## src/rtl/vga_plot_arbiter.sv

```systemverilog
// Round-robin owner of the VGA adapter plot port: grants erase/draw sprite jobs one at a
// time, sweeps the sprite box one pixel per clock (clipping off-screen pixels), then pulses done.
module vga_plot_arbiter #(
  parameter int SPRITE_W = 4,
  parameter int SPRITE_H = 4,
  parameter int SCREEN_W = 160,
  parameter int SCREEN_H = 120,
  parameter int X_W      = 8,
  parameter int Y_W      = 7,
  parameter int COLOR_W  = 3
) (
  input  logic               CLOCK_50,
  input  logic               Reset,
  input  logic               erase_req,
  input  logic [X_W-1:0]     erase_x,
  input  logic [Y_W-1:0]     erase_y,
  input  logic [COLOR_W-1:0] erase_color,
  input  logic               draw_req,
  input  logic [X_W-1:0]     draw_x,
  input  logic [Y_W-1:0]     draw_y,
  input  logic [COLOR_W-1:0] draw_color,
  output logic               erase_done,
  output logic               draw_done,
  output logic [X_W-1:0]     vga_x,
  output logic [Y_W-1:0]     vga_y,
  output logic [COLOR_W-1:0] vga_color,
  output logic               vga_plot,
  output logic               busy
);

  localparam int CW = (SPRITE_W > 1) ? $clog2(SPRITE_W) : 1;
  localparam int RW = (SPRITE_H > 1) ? $clog2(SPRITE_H) : 1;

  typedef enum logic [1:0] {IDLE, SWEEP, DONE} state_t;

  state_t               state, state_nx;
  logic [CW-1:0]        col;
  logic [RW-1:0]        row;
  logic [X_W-1:0]       job_x;
  logic [Y_W-1:0]       job_y;
  logic [COLOR_W-1:0]   job_color;
  logic                 owner_draw;
  logic                 last_draw;
  logic                 grant;
  logic                 grant_draw;
  logic                 col_last;
  logic                 last_px;
  logic [X_W:0]         sum_x;
  logic [Y_W:0]         sum_y;

  assign col_last = (col == CW'(SPRITE_W - 1));
  assign last_px  = col_last && (row == RW'(SPRITE_H - 1));
  // One extra bit so an origin near the top of the coordinate range clips instead of wrapping.
  assign sum_x    = {1'b0, job_x} + (X_W+1)'(col);
  assign sum_y    = {1'b0, job_y} + (Y_W+1)'(row);

  always_ff @(posedge CLOCK_50 or negedge Reset) begin
    if (!Reset) state <= IDLE;
    else        state <= state_nx;
  end

  always_comb begin
    state_nx   = state;
    grant      = 1'b0;
    grant_draw = 1'b0;
    case (state)
      IDLE: begin
        if (erase_req && draw_req) begin
          grant      = 1'b1;
          grant_draw = !last_draw;
        end else if (erase_req) begin
          grant      = 1'b1;
        end else if (draw_req) begin
          grant      = 1'b1;
          grant_draw = 1'b1;
        end
        if (grant) state_nx = SWEEP;
      end
      SWEEP:   if (last_px) state_nx = DONE;
      DONE:    state_nx = IDLE;
      default: state_nx = IDLE;
    endcase
  end

  always_ff @(posedge CLOCK_50 or negedge Reset) begin
    if (!Reset) begin
      col        <= '0;
      row        <= '0;
      job_x      <= '0;
      job_y      <= '0;
      job_color  <= '0;
      owner_draw <= 1'b0;
      last_draw  <= 1'b1;
    end else if (grant) begin
      col        <= '0;
      row        <= '0;
      job_x      <= grant_draw ? draw_x : erase_x;
      job_y      <= grant_draw ? draw_y : erase_y;
      job_color  <= grant_draw ? draw_color : erase_color;
      owner_draw <= grant_draw;
      last_draw  <= grant_draw;
    end else if (state == SWEEP) begin
      if (col_last) begin
        col <= '0;
        row <= row + RW'(1);
      end else begin
        col <= col + CW'(1);
      end
    end
  end

  // Outputs trail the state by one clock: pixel n appears n+1 edges after grant, done after 17.
  always_ff @(posedge CLOCK_50 or negedge Reset) begin
    if (!Reset) begin
      vga_x      <= '0;
      vga_y      <= '0;
      vga_color  <= '0;
      vga_plot   <= 1'b0;
      erase_done <= 1'b0;
      draw_done  <= 1'b0;
      busy       <= 1'b0;
    end else begin
      vga_plot   <= (state == SWEEP) && (sum_x < (X_W+1)'(SCREEN_W))
                                     && (sum_y < (Y_W+1)'(SCREEN_H));
      vga_x      <= (state == SWEEP) ? sum_x[X_W-1:0] : '0;
      vga_y      <= (state == SWEEP) ? sum_y[Y_W-1:0] : '0;
      vga_color  <= (state == SWEEP) ? job_color : '0;
      erase_done <= (state == DONE) && !owner_draw;
      draw_done  <= (state == DONE) && owner_draw;
      busy       <= grant || (state != IDLE);
    end
  end

endmodule

```

## config.mk

```make
export PLATFORM = sky130hd
export DESIGN_NAME = vga_plot_arbiter
export DESIGN_NICKNAME = d
export VERILOG_FILES = /design/src/rtl/vga_plot_arbiter.sv
export SDC_FILE = /design/constraint.sdc
export NUM_CORES = 1
export LEC_CHECK = 0
export CORE_ASPECT_RATIO = 1.25
export CORE_MARGIN = 4
export CORE_UTILIZATION = 40
export CTS_BUF_LIST = sky130_fd_sc_hd__clkbuf_4 sky130_fd_sc_hd__clkbuf_8
export CTS_CLUSTER_DIAMETER = 50
export DETAILED_ROUTE_END_ITERATION = 8
export MAX_ROUTING_LAYER = met4
export PLACE_DENSITY_LB_ADDON = 0.15
export SETUP_SLACK_MARGIN = 0.15
export SYNTH_ARGS = -nofsm -noshare
export SYNTH_HDL_FRONTEND = slang
export SYNTH_SLANG_ARGS = --single-unit
```

## constraint.sdc

```tcl
create_clock -name CLOCK_50 -period 2.25 [get_ports CLOCK_50]
set_clock_uncertainty 0.05 [all_clocks]
set_input_delay 0.3375 -clock CLOCK_50 [delete_from_list [all_inputs] [get_ports CLOCK_50]]
set_output_delay 0.3375 -clock CLOCK_50 [all_outputs]
set_load 0.005 [all_outputs]
```

## Yosys cells after proc, flatten, opt, wreduce, memory -nomap -nowiden

Cells that the tools add are included.

- Flip-flop bits (word level): 48
- Input bits: 40
- Output and inout port bits: 22
- Word-level logic and storage cells: 65

- Add/subtract/negate cells: 4
- Magnitude comparators: 2
- Eq/ne operators: 6
- Muxes and demuxes: 23
- Reductions and logical operators: 15

Operator list:

| operator | number |
|---|---|
| 2-bit two-way mux | 8 |
| 8-bit two-way mux | 2 |
| 7-bit two-way mux | 2 |
| 8-bit by 2-bit adder with 9-bit output | 1 |
| 9-bit by 8-bit < comparator with 1-bit output (second input constant) | 1 |
| 7-bit by 2-bit adder with 8-bit output | 1 |
| 8-bit by 7-bit < comparator with 1-bit output (second input constant) | 1 |
| 1-bit two-way mux | 8 |
| 2-bit equality test (second input constant) | 3 |
| 1-bit logical AND | 6 |
| 3-bit two-way mux | 2 |
| 2-bit nonzero test | 3 |
| 2-bit by 1-bit adder with 2-bit output (second input constant) | 2 |
| 2-bit != test (second input constant) | 2 |
| 2-bit one-hot mux with 2 select lines | 1 |
| 2-bit AND reduction | 2 |
| 2-bit by 1-bit equality test with 1-bit output (second input constant) | 1 |
| 1-bit logical NOT | 2 |
| 2-bit logical NOT | 1 |
| 1-bit logical OR | 1 |

## Logic depth before layout (Yosys ltp)

Gate-level depths: netlist of the first run.

- Word-level depth: 7
- Mapped depth: 6
- Depth with buffers taken out: 6

## Worst setup path after synthesis of the first run

OpenSTA, ideal clock, no wires.

- Path type: register to register
- Start: register col[0]
- End: register vga_plot
- Setup time: 111 ps
- Arrival: 2175 ps
- Required time: 2089 ps
- Setup slack: -86 ps
- Cell stages (with the launch flop): 7
- Path buffers: 0
- Clock period less this slack: 2336 ps
- Path through: dfrtp_1 ha_1 fa_1 and4_4 or4b_1 o311a_1 a2111oi_2

- Cells in the longest elaborated chain, start to end: 4

RTL lines:

| what | line | source |
|---|---|---|
| from (decl) | 37 | `logic [CW-1:0] col;` |
| from (signal assigned) | 107 | `col <= col + CW'(1);` |
| 8-bit by 2-bit adder with 9-bit output | 54 | `assign sum_x = {1'b0, job_x} + (X_W+1)'(col);` |
| 9-bit by 8-bit < comparator with 1-bit output | 123 | `vga_plot <= (state == SWEEP) && (sum_x < (X_W+1)'(SCREEN_W))` |
| 1-bit logical AND | 123 |  |
| 1-bit logical AND | 124 | `&& (sum_y < (Y_W+1)'(SCREEN_H));` |
| to (signal assigned) | 123 |  |
| to (decl) | 27 | `output logic vga_plot,` |

No other way between the ends.
A chain may end at the register's enable or synchronous reset.

## Final worst setup path of the first run

- Start: register job_x[0]
- End: register vga_plot

- Cells in the longest elaborated chain, start to end: 4

RTL lines:

| what | line | source |
|---|---|---|
| from (decl) | 39 | `logic [X_W-1:0] job_x;` |
| from (signal assigned) | 97 | `job_x <= grant_draw ? draw_x : erase_x;` |
| 8-bit by 2-bit adder with 9-bit output | 54 |  |
| 9-bit by 8-bit < comparator with 1-bit output | 123 |  |
| 1-bit logical AND | 123 |  |
| 1-bit logical AND | 124 |  |

No other way between the ends.

==> results of run 1 <==
## what timing repair did
action | CTS | global route
hold endpoints to repair | 0 | 0
buffers inserted | 2 | 0
pin swaps | 1 | 0
endpoints found under the setup margin | 1 | 1
## synth_stat cells
master                      number  area share [%]
sky130_fd_sc_hd__a21oi_1         5             1.1
sky130_fd_sc_hd__xnor2_1         4             1.6
sky130_fd_sc_hd__or4b_1          1            0.46
sky130_fd_sc_hd__or3_1           1            0.29
sky130_fd_sc_hd__dfstp_2         1             1.2
sky130_fd_sc_hd__nor2_1         18             3.1
sky130_fd_sc_hd__xor2_1          7             2.8
sky130_fd_sc_hd__and4_4          1            0.52
sky130_fd_sc_hd__a2111oi_2       1            0.69
sky130_fd_sc_hd__nor3_1          3            0.69
sky130_fd_sc_hd__nand2b_1        1            0.29
sky130_fd_sc_hd__nor2b_1         2            0.57
sky130_fd_sc_hd__o21ai_0        22             5.1
sky130_fd_sc_hd__nand3_1         5             1.1
sky130_fd_sc_hd__nand3b_1        1            0.34
sky130_fd_sc_hd__nand4_1         1            0.29
sky130_fd_sc_hd__nand2_1        36             6.2
sky130_fd_sc_hd__o41ai_1         1            0.40
sky130_fd_sc_hd__dfrtp_1        47              54
sky130_fd_sc_hd__fa_1            2             1.8
sky130_fd_sc_hd__inv_1           4            0.69
sky130_fd_sc_hd__nor3b_1         1            0.34
sky130_fd_sc_hd__and3b_1         1            0.40
sky130_fd_sc_hd__and2_1          6             1.7
sky130_fd_sc_hd__mux2i_1        18             8.3
sky130_fd_sc_hd__a21o_1          1            0.34
sky130_fd_sc_hd__buf_2           2            0.46
sky130_fd_sc_hd__ha_1            6             3.4
sky130_fd_sc_hd__o311a_1         1            0.46
sky130_fd_sc_hd__clkbuf_1        7             1.2
## metrics by stage
stage | instance area [sq um] | hold slack [ps] | std cells
2_1_floorplan | 2180 | -8.09 | 207
3_3_place_gp | 2880 | 341 | 325
3_5_place_dp | 2880 | 345 | 325
4_1_cts | 3000 | 16.6 | 335
5_1_grt | 3000 | 41.4 | 335
6_report | 3000 | -5.23 | 335
## metal layers
layer / routed length, um / GRT usage [%] / vias up
met5: 0 / - / -
met4: 69 / 4.98 / 0
met3: 267 / 4.23 / 9
met2: 1930 / 21.9 / 46
met1: 1850 / 16.6 / 720
li1: - / - / 824
## how the worst max path moves through the flow
| stage | startpoint | endpoint | slack [ps] | cells after the start |
|---|---|---|---|---|
| after detailed placement | col[0]$_DFFE_PN0P_ | vga_plot$_DFF_PN0_ | 50 | 6 |
| final | job_x[0]$_DFFE_PN0P_ | vga_plot$_DFF_PN0_ | 140 | 6 |
| after floorplan | col[0]$_DFFE_PN0P_ | vga_plot$_DFF_PN0_ | 160 | 6 |
| after global routing | job_x[0]$_DFFE_PN0P_ | vga_plot$_DFF_PN0_ | 40 | 6 |
| after CTS | job_x[0]$_DFFE_PN0P_ | vga_plot$_DFF_PN0_ | 120 | 6 |
| after global placement | col[0]$_DFFE_PN0P_ | vga_plot$_DFF_PN0_ | 120 | 6 |
## critical path, cell delays in order, from the launching register on
cell and delay, ps:
sky130_fd_sc_hd__dfrtp_1 390, sky130_fd_sc_hd__ha_2 200, sky130_fd_sc_hd__fa_2 340, sky130_fd_sc_hd__and4_4 160
sky130_fd_sc_hd__or4b_1 510, sky130_fd_sc_hd__o311a_1 150, sky130_fd_sc_hd__a2111oi_2 200
## cells by family after synthesis
family | count (synthesis)
simple gates | 78
flops | 48
compound gates | 31
mux | 18
buf+inv | 13
xor+xnor | 11
fa+ha+maj | 8
## where the power goes
group | leakage (uW) | switching [uW] | internal, uW
clock | 0.0000541 | 274 | 329
sequential | 0.000596 | 256 | 1230
combinational | 0.000775 | 552 | 712
total | 0.00143 | 1080 | 2270
## sequential cells by signal (all words and copies together), names as in the netlist, 2 cells and up
register   flops
job_x          8
vga_x          8
job_y          7
vga_y          7
job_color      3
vga_color      3
col            2
row            2
state          2
## area by class of cell
class,count,area (sq um)
inverters,4,15.0
flip-flops and latches,48,1200
clock buffers,5,68.8
multi-input cells,146,933
well taps,62,77.6
fillers,451,2190
clock inverters,3,42.5
repair buffers,67,663
## placed cells by master, fill, tap and decap left out, types with 2 or more instances in the layout
cell type	count
sky130_fd_sc_hd__o21ai_0	21
sky130_fd_sc_hd__clkdlybuf4s50_1	60
sky130_fd_sc_hd__and2_1	6
sky130_fd_sc_hd__dfrtp_1	47
sky130_fd_sc_hd__buf_4	5
sky130_fd_sc_hd__clkbuf_8	5
sky130_fd_sc_hd__nor3_1	3
sky130_fd_sc_hd__nand3_1	5
sky130_fd_sc_hd__nor2_1	18
sky130_fd_sc_hd__a21oi_1	5
sky130_fd_sc_hd__xnor2_1	4
sky130_fd_sc_hd__mux2i_1	18
sky130_fd_sc_hd__nand2_1	36
sky130_fd_sc_hd__inv_1	4
sky130_fd_sc_hd__ha_1	5
sky130_fd_sc_hd__nor2b_1	2
sky130_fd_sc_hd__xor2_1	7
==> impl_metrics.prom, run 1 <==
# TYPE chip_impl_metric gauge
chip_impl_metric{name="place.port_buffers",unit=""} 61
chip_impl_metric{name="remaining_drc_errors",unit=""} 0
chip_impl_metric{name="post_drt_via_cell_ratio",unit=""} 4.77
chip_impl_metric{name="p_leak",unit="uW"} 0.00143
chip_impl_info{name="worstHoldPathType",value="in2async"} 1
chip_impl_metric{name="grt_total_ovfl",unit=""} 0
chip_impl_metric{name="clkTransAtPathRegs",unit="ps"} 80
chip_impl_metric{name="first_global_vias",unit=""} 1554
chip_impl_metric{name="setup_viol",unit=""} 0
chip_impl_metric{name="clock_tree.buffer_depth",unit=""} 2
chip_impl_metric{name="overall_track_demand_over_capacity_in_global_routing",unit="%"} 13.9
chip_impl_info{name="rsz_0062_raised_after_global_routing",value="yes"} 1
chip_impl_metric{name="placement.setup.worst_slack",unit="ps"} 48.1
chip_impl_metric{name="dpl.hpwl",unit="mm"} 3.09
chip_impl_info{name="worstReg2RegStart",value="job_x[0]$_DFFE_PN0P_"} 1
chip_impl_info{name="combinational_family_with_the_most_area_after_synthesis",value="simple AND/OR/NAND/NOR gates"} 1
chip_impl_metric{name="syn_std_cell_area",unit="sq mm"} 0.00218
chip_impl_metric{name="dieArea",unit="sq mm"} 0.00670
chip_impl_metric{name="die_w",unit="um"} 74.0
chip_impl_metric{name="shortest_clock_period_the_worst_path_allows_after_layout",unit="ps"} 2110
chip_impl_metric{name="synth-simple-area-share",unit="%"} 16.4
chip_impl_metric{name="post_synth_num_cell_types",unit=""} 30
chip_impl_metric{name="boundaryPins",unit=""} 62
chip_impl_info{name="cts_tree",value="done"} 1
chip_impl_metric{name="syn_avg_cell_area",unit="sq um"} 10.5
chip_impl_info{name="critPathLaunchType",value="flip-flop"} 1
chip_impl_metric{name="synth_nets",unit=""} 255
chip_impl_info{name="rr_endpoint",value="vga_plot$_DFF_PN0_"} 1
chip_impl_info{name="failed_checks",value="hold timing"} 1
chip_impl_metric{name="timing_worst_slew_pin_value",unit="ps"} 622
chip_impl_metric{name="yosys_warnings",unit=""} 0
chip_impl_metric{name="synthCells",unit=""} 207
chip_impl_metric{name="synth.yosys.seq_area_share",unit="%"} 55.2
chip_impl_metric{name="final_period_utilization",unit="%"} 93.9
chip_impl_metric{name="post_cts_repair_resize_count",unit=""} 0
chip_impl_metric{name="firstDrtPassIters",unit=""} 4
chip_impl_info{name="crit_type",value="reg2reg"} 1
chip_impl_metric{name="timing.final.max_slew_violations",unit=""} 0
chip_impl_metric{name="finalWeightedCongestion",unit=""} 0.817
chip_impl_metric{name="die_height",unit="um"} 90.5
chip_impl_metric{name="power",unit="uW"} 3350
chip_impl_metric{name="synthAdderAreaFrac",unit="%"} 5.28
chip_impl_metric{name="setup_slack",unit="ps"} 138
chip_impl_metric{name="pin_count_of_the_biggest_net_entering_global_routing",unit=""} 40
chip_impl_metric{name="cts.hold.buffers_added",unit=""} 0
chip_impl_metric{name="cts-buffers-inserted",unit=""} 5
chip_impl_info{name="end_kind",value="flip-flop"} 1
chip_impl_metric{name="ir_worst_vdd",unit="mV"} 0.509
chip_impl_metric{name="grt_pass1_wl",unit="mm"} 6.99
chip_impl_metric{name="r2r_setup_slack",unit="ps"} 140
chip_impl_metric{name="ff2ff_path_depth",unit=""} 6
chip_impl_metric{name="fmax",unit="MHz"} 473
chip_impl_metric{name="antenna_diode_count",unit=""} 0
chip_impl_metric{name="htreeDepth",unit=""} 2
chip_impl_metric{name="floorplan.initialDensity",unit="%"} 42.0
chip_impl_metric{name="placeableCoreArea",unit="sq mm"} 0.00519
chip_impl_info{name="outcome",value="complete, but fails checks"} 1
chip_impl_metric{name="final_core_util",unit="%"} 57.9
chip_impl_metric{name="antenna_found_initial",unit=""} 0
chip_impl_metric{name="worst-endpoint-required",unit="ps"} 2390
chip_impl_metric{name="wire_length_after_detailed_routing",unit="mm"} 4.12
chip_impl_metric{name="placementRows",unit=""} 29
chip_impl_metric{name="drive_above_1_share",unit="%"} 7.69
chip_impl_metric{name="post_synth_mux_area_share",unit="%"} 8.27
chip_impl_metric{name="min_hold_slack",unit="ps"} -5.23
chip_impl_metric{name="drt-wirelength-per-cell",unit="um"} 12.3
chip_impl_metric{name="tns",unit="ps"} 0
chip_impl_metric{name="yosys_register_bits",unit=""} 48
chip_impl_metric{name="tritoncts_num_sinks",unit=""} 48
chip_impl_metric{name="worstPathArrival",unit="ps"} 2250
chip_impl_metric{name="power.density",unit="mW/mm^2"} 1120
chip_impl_metric{name="relSlewSlack",unit="%"} 58.5
chip_impl_metric{name="synth_compound_area_share",unit="%"} 8.10
chip_impl_metric{name="clock_insertion_delay_worst_skew",unit="ps"} 300
chip_impl_metric{name="synth-xor-area-share",unit="%"} 4.42
chip_impl_metric{name="route.vias.total",unit=""} 1599
chip_impl_metric{name="final_nets",unit=""} 320
chip_impl_metric{name="route.antenna.remaining_nets",unit=""} 0
chip_impl_metric{name="dr.first_iter.drc_count",unit=""} 68
chip_impl_metric{name="max_cap_violations",unit=""} 0
chip_impl_metric{name="worst_path_fanout_max",unit=""} 3
chip_impl_metric{name="area_delta_synth_final",unit="%"} 37.9
chip_impl_metric{name="hold_viol_final",unit=""} 5
chip_impl_info{name="clock-root-buffer",value="sky130_fd_sc_hd__clkbuf_8"} 1
Power figures use the tool's default switching activity.
==> run 2, diff against run 1 <==
--- a/config.mk
+++ b/config.mk
@@ -14,6 +14,7 @@
 export MAX_ROUTING_LAYER = met4
 export PLACE_DENSITY_LB_ADDON = 0.15
 export SETUP_SLACK_MARGIN = 0.15
+export SLEW_MARGIN = 20
 export SYNTH_ARGS = -nofsm -noshare
 export SYNTH_HDL_FRONTEND = slang
 export SYNTH_SLANG_ARGS = --single-unit
==> results of run 2 <==
The final DEF is identical to that of run 1; final timing and power are the same.
